==> src/rtl/clusterv_tile_sram_arbiter_if.sv <==
// Requester-side and SRAM-side signals of the tile SRAM arbiter.
// The slave modport is the arbiter; the master modport is the requesters plus the SRAM macro.
interface clusterv_tile_sram_arbiter_if #(
  parameter int N_REQ  = 2,
  parameter int ADDR_W = 8,
  parameter int DATA_W = 32
);
  localparam int MASK_W = DATA_W / 8;

  logic [N_REQ-1:0]              req_valid;
  logic [N_REQ-1:0]              req_ready;
  logic [N_REQ-1:0]              req_we;
  logic [N_REQ-1:0][MASK_W-1:0]  req_wmask;
  logic [N_REQ-1:0][ADDR_W-1:0]  req_addr;
  logic [N_REQ-1:0][DATA_W-1:0]  req_wdata;
  logic [N_REQ-1:0]              rsp_valid;
  logic [DATA_W-1:0]             rsp_rdata;

  logic                          t_csb;
  logic                          t_web;
  logic [MASK_W-1:0]             t_wmask;
  logic [ADDR_W-1:0]             t_addr;
  logic [DATA_W-1:0]             t_dat_w;
  logic [DATA_W-1:0]             t_dat_r;

  modport master (
    output req_valid, req_we, req_wmask, req_addr, req_wdata, t_dat_r,
    input  req_ready, rsp_valid, rsp_rdata, t_csb, t_web, t_wmask, t_addr, t_dat_w
  );

  modport slave (
    input  req_valid, req_we, req_wmask, req_addr, req_wdata, t_dat_r,
    output req_ready, rsp_valid, rsp_rdata, t_csb, t_web, t_wmask, t_addr, t_dat_w
  );
endinterface

==> src/rtl/clusterv_tile_sram_arbiter.sv <==
// Round-robin arbiter sharing one single-port SRAM between N_REQ requesters.
// Accept -> registered active-low command -> response two cycles after accept; no backpressure on responses.
module clusterv_tile_sram_arbiter #(
  parameter int N_REQ  = 2,
  parameter int ADDR_W = 8,
  parameter int DATA_W = 32
) (
  input  logic                          clk_i,
  input  logic                          rst_i,
  clusterv_tile_sram_arbiter_if.slave   bus_io
);
  localparam int MASK_W = DATA_W / 8;
  localparam int PTR_W  = (N_REQ > 1) ? $clog2(N_REQ) : 1;
  localparam int SUM_W  = PTR_W + 1;

  logic [PTR_W-1:0]  rr_ptr_q, rr_ptr_d;
  logic              t_csb_q, t_csb_d;
  logic              t_web_q, t_web_d;
  logic [MASK_W-1:0] t_wmask_q, t_wmask_d;
  logic [ADDR_W-1:0] t_addr_q, t_addr_d;
  logic [DATA_W-1:0] t_dat_w_q, t_dat_w_d;
  logic              s1_vld_q, s1_vld_d;
  logic [PTR_W-1:0]  s1_idx_q, s1_idx_d;
  logic              s1_we_q, s1_we_d;
  logic              s2_vld_q, s2_vld_d;
  logic [PTR_W-1:0]  s2_idx_q, s2_idx_d;
  logic              s2_we_q, s2_we_d;

  logic              grant_vld;
  logic [PTR_W-1:0]  grant_idx;
  logic [SUM_W-1:0]  cand_sum;
  logic [PTR_W-1:0]  cand;

  // Search from rr_ptr upward with wraparound; ready never looks at payload fields.
  always_comb begin
    grant_vld = 1'b0;
    grant_idx = '0;
    cand_sum  = '0;
    cand      = '0;
    for (int k = 0; k < N_REQ; k++) begin
      cand_sum = {1'b0, rr_ptr_q} + SUM_W'(k);
      if (cand_sum >= SUM_W'(N_REQ)) begin
        cand_sum = cand_sum - SUM_W'(N_REQ);
      end
      cand = cand_sum[PTR_W-1:0];
      if (!grant_vld && !rst_i && bus_io.req_valid[cand]) begin
        grant_vld = 1'b1;
        grant_idx = cand;
      end
    end
  end

  always_comb begin
    bus_io.req_ready = '0;
    if (grant_vld) begin
      bus_io.req_ready[grant_idx] = 1'b1;
    end
  end

  always_comb begin
    rr_ptr_d  = rr_ptr_q;
    t_csb_d   = 1'b1;
    t_web_d   = 1'b1;
    t_wmask_d = t_wmask_q;
    t_addr_d  = t_addr_q;
    t_dat_w_d = t_dat_w_q;
    s1_vld_d  = grant_vld;
    s1_idx_d  = grant_idx;
    s1_we_d   = 1'b0;
    s2_vld_d  = s1_vld_q;
    s2_idx_d  = s1_idx_q;
    s2_we_d   = s1_we_q;
    if (grant_vld) begin
      rr_ptr_d  = (grant_idx == PTR_W'(N_REQ - 1)) ? '0 : grant_idx + PTR_W'(1);
      t_csb_d   = 1'b0;
      t_web_d   = ~bus_io.req_we[grant_idx];
      // Reads present an all-zero mask so the macro never sees stray byte enables.
      t_wmask_d = bus_io.req_we[grant_idx] ? bus_io.req_wmask[grant_idx] : '0;
      t_addr_d  = bus_io.req_addr[grant_idx];
      t_dat_w_d = bus_io.req_wdata[grant_idx];
      s1_we_d   = bus_io.req_we[grant_idx];
    end
  end

  always_ff @(posedge clk_i) begin
    if (rst_i) begin
      rr_ptr_q  <= '0;
      t_csb_q   <= 1'b1;
      t_web_q   <= 1'b1;
      t_wmask_q <= '0;
      t_addr_q  <= '0;
      t_dat_w_q <= '0;
      s1_vld_q  <= 1'b0;
      s1_idx_q  <= '0;
      s1_we_q   <= 1'b0;
      s2_vld_q  <= 1'b0;
      s2_idx_q  <= '0;
      s2_we_q   <= 1'b0;
    end else begin
      rr_ptr_q  <= rr_ptr_d;
      t_csb_q   <= t_csb_d;
      t_web_q   <= t_web_d;
      t_wmask_q <= t_wmask_d;
      t_addr_q  <= t_addr_d;
      t_dat_w_q <= t_dat_w_d;
      s1_vld_q  <= s1_vld_d;
      s1_idx_q  <= s1_idx_d;
      s1_we_q   <= s1_we_d;
      s2_vld_q  <= s2_vld_d;
      s2_idx_q  <= s2_idx_d;
      s2_we_q   <= s2_we_d;
    end
  end

  assign bus_io.t_csb   = t_csb_q;
  assign bus_io.t_web   = t_web_q;
  assign bus_io.t_wmask = t_wmask_q;
  assign bus_io.t_addr  = t_addr_q;
  assign bus_io.t_dat_w = t_dat_w_q;

  // Responses are masked while reset is held so an in-flight access never reports.
  always_comb begin
    bus_io.rsp_valid = '0;
    if (s2_vld_q && !rst_i) begin
      bus_io.rsp_valid[s2_idx_q] = 1'b1;
    end
  end

  assign bus_io.rsp_rdata = (s2_vld_q && !s2_we_q && !rst_i) ? bus_io.t_dat_r : '0;
endmodule

==> src/flat_wrapper.sv <==
// flat-port wrapper written by rule: the top's interface ports become plain ports
module clusterv_tile_sram_arbiter_flat 
#(
  parameter int N_REQ  = 2,
  parameter int ADDR_W = 8,
  parameter int DATA_W = 32
)
  (clk_i, rst_i, bus_io_req_valid, bus_io_req_we, bus_io_req_wmask, bus_io_req_addr, bus_io_req_wdata, bus_io_t_dat_r, bus_io_req_ready, bus_io_rsp_valid, bus_io_rsp_rdata, bus_io_t_csb, bus_io_t_web, bus_io_t_wmask, bus_io_t_addr, bus_io_t_dat_w);
  clusterv_tile_sram_arbiter_if #(.N_REQ(N_REQ), .ADDR_W(ADDR_W), .DATA_W(DATA_W)) bus_io_i ();
  input  logic clk_i;
  input  logic rst_i;
  input wire logic [$bits(bus_io_i.req_valid)-1:0] bus_io_req_valid;
  input wire logic [$bits(bus_io_i.req_we)-1:0] bus_io_req_we;
  input wire logic [$bits(bus_io_i.req_wmask)-1:0] bus_io_req_wmask;
  input wire logic [$bits(bus_io_i.req_addr)-1:0] bus_io_req_addr;
  input wire logic [$bits(bus_io_i.req_wdata)-1:0] bus_io_req_wdata;
  input wire logic [$bits(bus_io_i.t_dat_r)-1:0] bus_io_t_dat_r;
  output wire logic [$bits(bus_io_i.req_ready)-1:0] bus_io_req_ready;
  output wire logic [$bits(bus_io_i.rsp_valid)-1:0] bus_io_rsp_valid;
  output wire logic [$bits(bus_io_i.rsp_rdata)-1:0] bus_io_rsp_rdata;
  output wire logic [$bits(bus_io_i.t_csb)-1:0] bus_io_t_csb;
  output wire logic [$bits(bus_io_i.t_web)-1:0] bus_io_t_web;
  output wire logic [$bits(bus_io_i.t_wmask)-1:0] bus_io_t_wmask;
  output wire logic [$bits(bus_io_i.t_addr)-1:0] bus_io_t_addr;
  output wire logic [$bits(bus_io_i.t_dat_w)-1:0] bus_io_t_dat_w;
  assign bus_io_i.req_valid = bus_io_req_valid;
  assign bus_io_i.req_we = bus_io_req_we;
  assign bus_io_i.req_wmask = bus_io_req_wmask;
  assign bus_io_i.req_addr = bus_io_req_addr;
  assign bus_io_i.req_wdata = bus_io_req_wdata;
  assign bus_io_i.t_dat_r = bus_io_t_dat_r;
  assign bus_io_req_ready = bus_io_i.req_ready;
  assign bus_io_rsp_valid = bus_io_i.rsp_valid;
  assign bus_io_rsp_rdata = bus_io_i.rsp_rdata;
  assign bus_io_t_csb = bus_io_i.t_csb;
  assign bus_io_t_web = bus_io_i.t_web;
  assign bus_io_t_wmask = bus_io_i.t_wmask;
  assign bus_io_t_addr = bus_io_i.t_addr;
  assign bus_io_t_dat_w = bus_io_i.t_dat_w;
  clusterv_tile_sram_arbiter #(.N_REQ(N_REQ), .ADDR_W(ADDR_W), .DATA_W(DATA_W)) u_core (.clk_i(clk_i), .rst_i(rst_i), .bus_io(bus_io_i));
endmodule
==> config.mk <==
export PLATFORM = sky130hd
export DESIGN_NAME = clusterv_tile_sram_arbiter_flat
export DESIGN_NICKNAME = d
export VERILOG_FILES = /design/src/rtl/clusterv_tile_sram_arbiter_if.sv /design/src/rtl/clusterv_tile_sram_arbiter.sv /design/src/flat_wrapper.sv
export SDC_FILE = /design/constraint.sdc
export NUM_CORES = 1
export LEC_CHECK = 0
export BUFFER_PORTS_ARGS = -buffer_cell sky130_fd_sc_hd__buf_2
export CAP_MARGIN = 20
export CORE_ASPECT_RATIO = 0.5
export CORE_MARGIN = 10
export CORE_UTILIZATION = 38
export CTS_CLUSTER_DIAMETER = 80
export DETAILED_ROUTE_END_ITERATION = 12
export PLACE_DENSITY = 0.81
export SLEW_MARGIN = 30
export SYNTH_ARGS = -nofsm -noshare
export SYNTH_HDL_FRONTEND = slang
export SYNTH_SLANG_ARGS = --single-unit
==> constraint.sdc <==
create_clock -name clk_i -period 2.46 [get_ports clk_i]
set_clock_uncertainty 0.2 [all_clocks]
set_input_delay 0.615 -clock clk_i [delete_from_list [all_inputs] [get_ports clk_i]]
set_output_delay 0.615 -clock clk_i [all_outputs]
set_load 0.01 [all_outputs]
# Word-level counts from Yosys, hierarchy flattened
# Index checks and enable logic that the tools add are counted.
[classes] add_sub_neg=4 n_lt_le_gt_ge=8 mux=28 bitwise_logic=2 n_reduce_logical=12
[op_table] cell="$mux 32" n=3
[op_table] cell="$mux 1" n=16
[op_table] cell="$mux 8" n=2
[op_table] cell="$mux 4" n=3
[op_table] cell="$logic_and 1x1->1" n=8
[op_table] cell="$lt 1x2->1 const B" n=4
[op_table] cell="$mux 2" n=2
[op_table] cell="$logic_not 1->1" n=3
[op_table] cell="$add 1x1->2 const B" n=1
[op_table] cell="$demux 1 s1" n=2
[op_table] cell="$ge 1x1->1 const B" n=2
[op_table] cell="$ge 1x2->1 const B" n=1
[op_table] cell="$ge 2x2->1 const B" n=1
[op_table] cell="$not 1->1" n=2
[op_table] cell="$reduce_or 2->1" n=1
[op_table] cell="$sub 1x1->1 const B" n=2
[op_table] cell="$add 1x1->1 const B" n=1
[word_totals] reg_bits=53 word_cells=66

# Longest topological paths before layout
[depth] ltp_word=15 ltp_mapped=6 mapped_depth_nobuf=4

# Worst setup path before layout
# Ideal clock, no wire load.
[synth_path] path_kind="input port to output port" from="input rst_i" to="output bus_io_req_ready[0]" t_arrival_ns=1.502 slack_ns=0.143 cell_stages=6 path_buffers=3 cell_sequence="buf_2 -> nand3b_1 -> buf_6 -> buf_12 -> inv_1 -> nor2_1"
[synth_between] elab_chain_len=12
[synth_rtl] element="start, declared" line_no="flat_wrapper.sv:11" text="input logic rst_i;"
[synth_rtl] element="$logic_not 1->1 (*)" line_no="clusterv_tile_sram_arbiter.sv:46" text="if (!grant_vld && !rst_i && bus_io.req_valid[cand]) begin"
[synth_rtl] element="$logic_and 1x1->1" line_no="clusterv_tile_sram_arbiter.sv:46"
[synth_rtl] element="$mux 1" line_no="clusterv_tile_sram_arbiter.sv:46"
[synth_rtl] element="$logic_not 1->1" line_no="clusterv_tile_sram_arbiter.sv:46"
[synth_rtl] element="$logic_and 1x1->1 (2 in a row)" line_no="clusterv_tile_sram_arbiter.sv:46"
[synth_rtl] element="$mux 1" line_no="clusterv_tile_sram_arbiter.sv:46"
[synth_rtl] element="$lt 1x2->1 (implied by the code) or $ge 1x1->1 (tied branches)" line_no="clusterv_tile_sram_arbiter.sv:56" text="bus_io.req_ready[grant_idx] = 1'b1;"
[synth_rtl] element="$logic_and 1x1->1 (implied by the code)" line_no="clusterv_tile_sram_arbiter.sv:56"
[synth_rtl] element="$mux 1 (implied by the code)" line_no="clusterv_tile_sram_arbiter.sv:56"
[synth_rtl] element="$demux 1 s1"
[synth_rtl] element="$mux 2 (*)" line_no="clusterv_tile_sram_arbiter.sv:55" text="if (grant_vld) begin"
[synth_rtl] element="end, declared" line_no="flat_wrapper.sv:18" text="output wire logic [$bits(bus_io_i.req_ready)-1:0] bus_io_req_ready;"
# Every way passes the cells marked *; elsewhere a longest branch is shown, timed or not.

# Worst setup path after layout
[layout_path] from="input rst_i" to="output bus_io_rsp_rdata[13]"
[layout_between] elab_chain_len=3
[layout_rtl] element="$logic_not 1->1" line_no="clusterv_tile_sram_arbiter.sv:129" text="assign bus_io.rsp_rdata = (s2_vld_q && !s2_we_q && !rst_i) ? bus_io.t_dat_r : '0;"
[layout_rtl] element="$logic_and 1x1->1" line_no="clusterv_tile_sram_arbiter.sv:129"
[layout_rtl] element="$mux 32" line_no="clusterv_tile_sram_arbiter.sv:129"
[layout_rtl] element="end, declared" line_no="flat_wrapper.sv:20" text="output wire logic [$bits(bus_io_i.rsp_rdata)-1:0] bus_io_rsp_rdata;"
# Every way passes these cells.

==> metrics.yaml <==
run_status:
  outcome: "complete, no violations"
place:
  numPortBuffers: 207
  place_area_um2: 3440
  place_hpwl_um: 6770
  dp_cells: 541
  place.gp.congestion: 0.800
synth:
  synth.net_count: 383
  seq_area_frac_synth: 0.449
  netlist.area_leader.share: 0.449
  syn_avg_cell_area_um2: 9.19
  yosys.area.top_type: "dfxtp_1"
  synth_cell_type_count: 23
  synth_area_leaders: "dfxtp_1 (45%), mux2i_1 (19%), and2_1 (8.5%)"
  synth-warning-count: 0
  synth-seq-cells: 53
  syn_area_um2: 2360
  synth_cells: 257
clock_network:
  clkSinkCount: 53
  cts_tree: "done"
  post_cts_buffers: 0
  cts_root_buffer: "clkbuf_16"
  insertion_delay_ns: 0.29
  cts_buffer_depth: 2
  cts_buffers: 5
  path_clk_slew_ns: 0.07
  ctsResizeCount: 0
  htreeDepth: 2
  cts_hold_buf: 0
grt:
  antenna_found_initial: 0
  grt_max_degree: 46
  grt_pass1_vias: 2355
  grt_remaining_overflow: 0
  grt_usage: 0.143
  grt_first_pass_wirelength_um: 11700
critical_path:
  critPathRequiredTime_ns: 1.64
  path_class: "in -> out"
  r2r_end: "u_core.bus_io.t_addr[2]"
  r2r_setup_slack_ns: 0.78
  worstPathArrival_ns: 1.45
  crit_path_max_fanout: 32
  critPathMaxStageDelay_ns: 0.17
  end_kind: "output pin"
  crit_top_cell: "buf_2"
  cp-start-kind: "input pin"
  r2r-start: "u_core.rr_ptr_q"
  slowest_stage: "nand2b_1"
  cp_cell_sequence: "buf_2, nand2b_1, nor2_2, buf_12, and2_1, buf_2"
  crit_start: "rst_i"
  reg2reg_depth: 5
timing:
  tightest_slew_ns: 0.425
  hold_viol_final: 0
  drv_slew: 0
  period_minus_slack_ns: 2.27
  finalCritPeriodShare: 0.921
  rsz0062_at_grt: "false"
  relSlewSlack: 0.717
  setup_tns_ns: 0
  setup_viol: 0
  fmaxAchievable_ghz: 0.441
route:
  drt_wl_total_um: 7920
  vias: 2410
  drt_iter0_drc: 52
  post_drt_wl_per_cell_um: 14.4
  drc_errors: 0
  postRouteAntennaNets: 0
  via_per_inst: 4.39
  firstDrtPassIters: 4
final_layout:
  area_growth_pct: 51.8
  largest_reg_flops: 32
  antenna_cells: 0
  final_common_cell: "buf_2"
  final_cells: 549
  drive_above_1_share: 0.488
  utilization: 0.592
  nets: 586
  final_cell_mix: "buf_2 (207), dfxtp_1 (53), nand2_1 (45)"
  final_area_um2: 3580
run:
  cap_violations: 0
floorplanning:
  die_h_um: 75.7
  die-area_um2: 9960
  fp-row-count: 20
  pin_count: 208
  initial_core_util: 0.390
  core_um2: 6060
  die_w_um: 131
pwr:
  p_per_area_nw_per_um2: 551
  peakVddDrop_v: 0.000312
  leakage_nw: 2.11
worst_hold_path:
  hp-start: "u_core.s1_we_q"
  hold_path_end: "u_core.s2_we_q"
  min_path_cells: 1
  hold_path.class: "reg -> reg"
-- routing by layer --
| metal | vias to the layer above | wire [um] | GRT usage |
|---|---|---|---|
| li1 | 1257 | - | - |
| met1 | 1071 | 2940 | 0.142 |
| met2 | 77 | 4510 | 0.302 |
| met3 | 5 | 406 | 0.0342 |
| met4 | 0 | 62 | 0.0330 |
| met5 | - | 0 | 0 |
-- cell usage after synthesis --
cell type and n:
dfxtp_1 53, nand2_1 45, mux2i_1 44, o21ai_1 40, and2_1 32, clkbuf_1 9, inv_1 5, buf_12 4
o21ai_0 4, nor2_1 3, nor2b_1 3, buf_2 2, nand2b_1 2, nand3_1 2, a21o_1 1, a21oi_1 1
buf_6 1, clkbuf_2 1, nand2b_2 1, nand3b_1 1, nor2_2 1, nor3_4 1, o21bai_1 1
-- report_power, final --
part	switching (mW)	leakage, nW	internal (mW)
Combinational	0.179	1.60	0.187
Sequential	0.0264	0.439	0.920
Clock	0.289	0.0696	0.373
Total	0.495	2.11	1.48
-- critical path: cells and delay by family --
kind                   cells  cell delay (ns)
buffers and inverters      3             0.39
and+or+nand+nor            3             0.43
-- cell type report --
cell class                      instances  area, um^2
Fill cell                             556        2470
Multi-Input combinational cell        182        1140
Timing Repair Buffer                  213        1110
Sequential cell                        53        1060
Clock buffer                            5         125
Tap cell                               88         110
Inverter                                5        18.8
Clock inverter                          3        17.5
-- kinds of logic (layout without fill, tap and decap cells) --
kind of cell	Yosys count	count (layout)	synth area share
flip-flops	53	53	0.449
buffers and inverters	22	226	0.0673
multiplexers	44	44	0.187
AND/OR/NAND/NOR	91	91	0.195
AO/OA/AOI/OAI	47	47	0.102
-- how the worst max path moves through the flow --
stage                                end  depth (start not counted)
finish              bus_io_rsp_rdata[13]                          6
global route        bus_io_rsp_rdata[17]                          6
CTS                 bus_io_rsp_rdata[13]                          6
detailed placement  bus_io_rsp_rdata[13]                          6
global placement    bus_io_rsp_rdata[13]                          6
floorplan            bus_io_req_ready[0]                          6
-- through the flow --
stage	power (mW)	hold slack, ns	setup slack, ns
global placement	1.33	0.219	0.194
detailed placement	1.34	0.223	0.173
CTS	2.00	0.238	0.174
finish	1.97	0.235	0.193
floorplan	1.15	0.214	0.143
global route	2.07	0.256	0.117
Power figures use the tool's default switching activity.
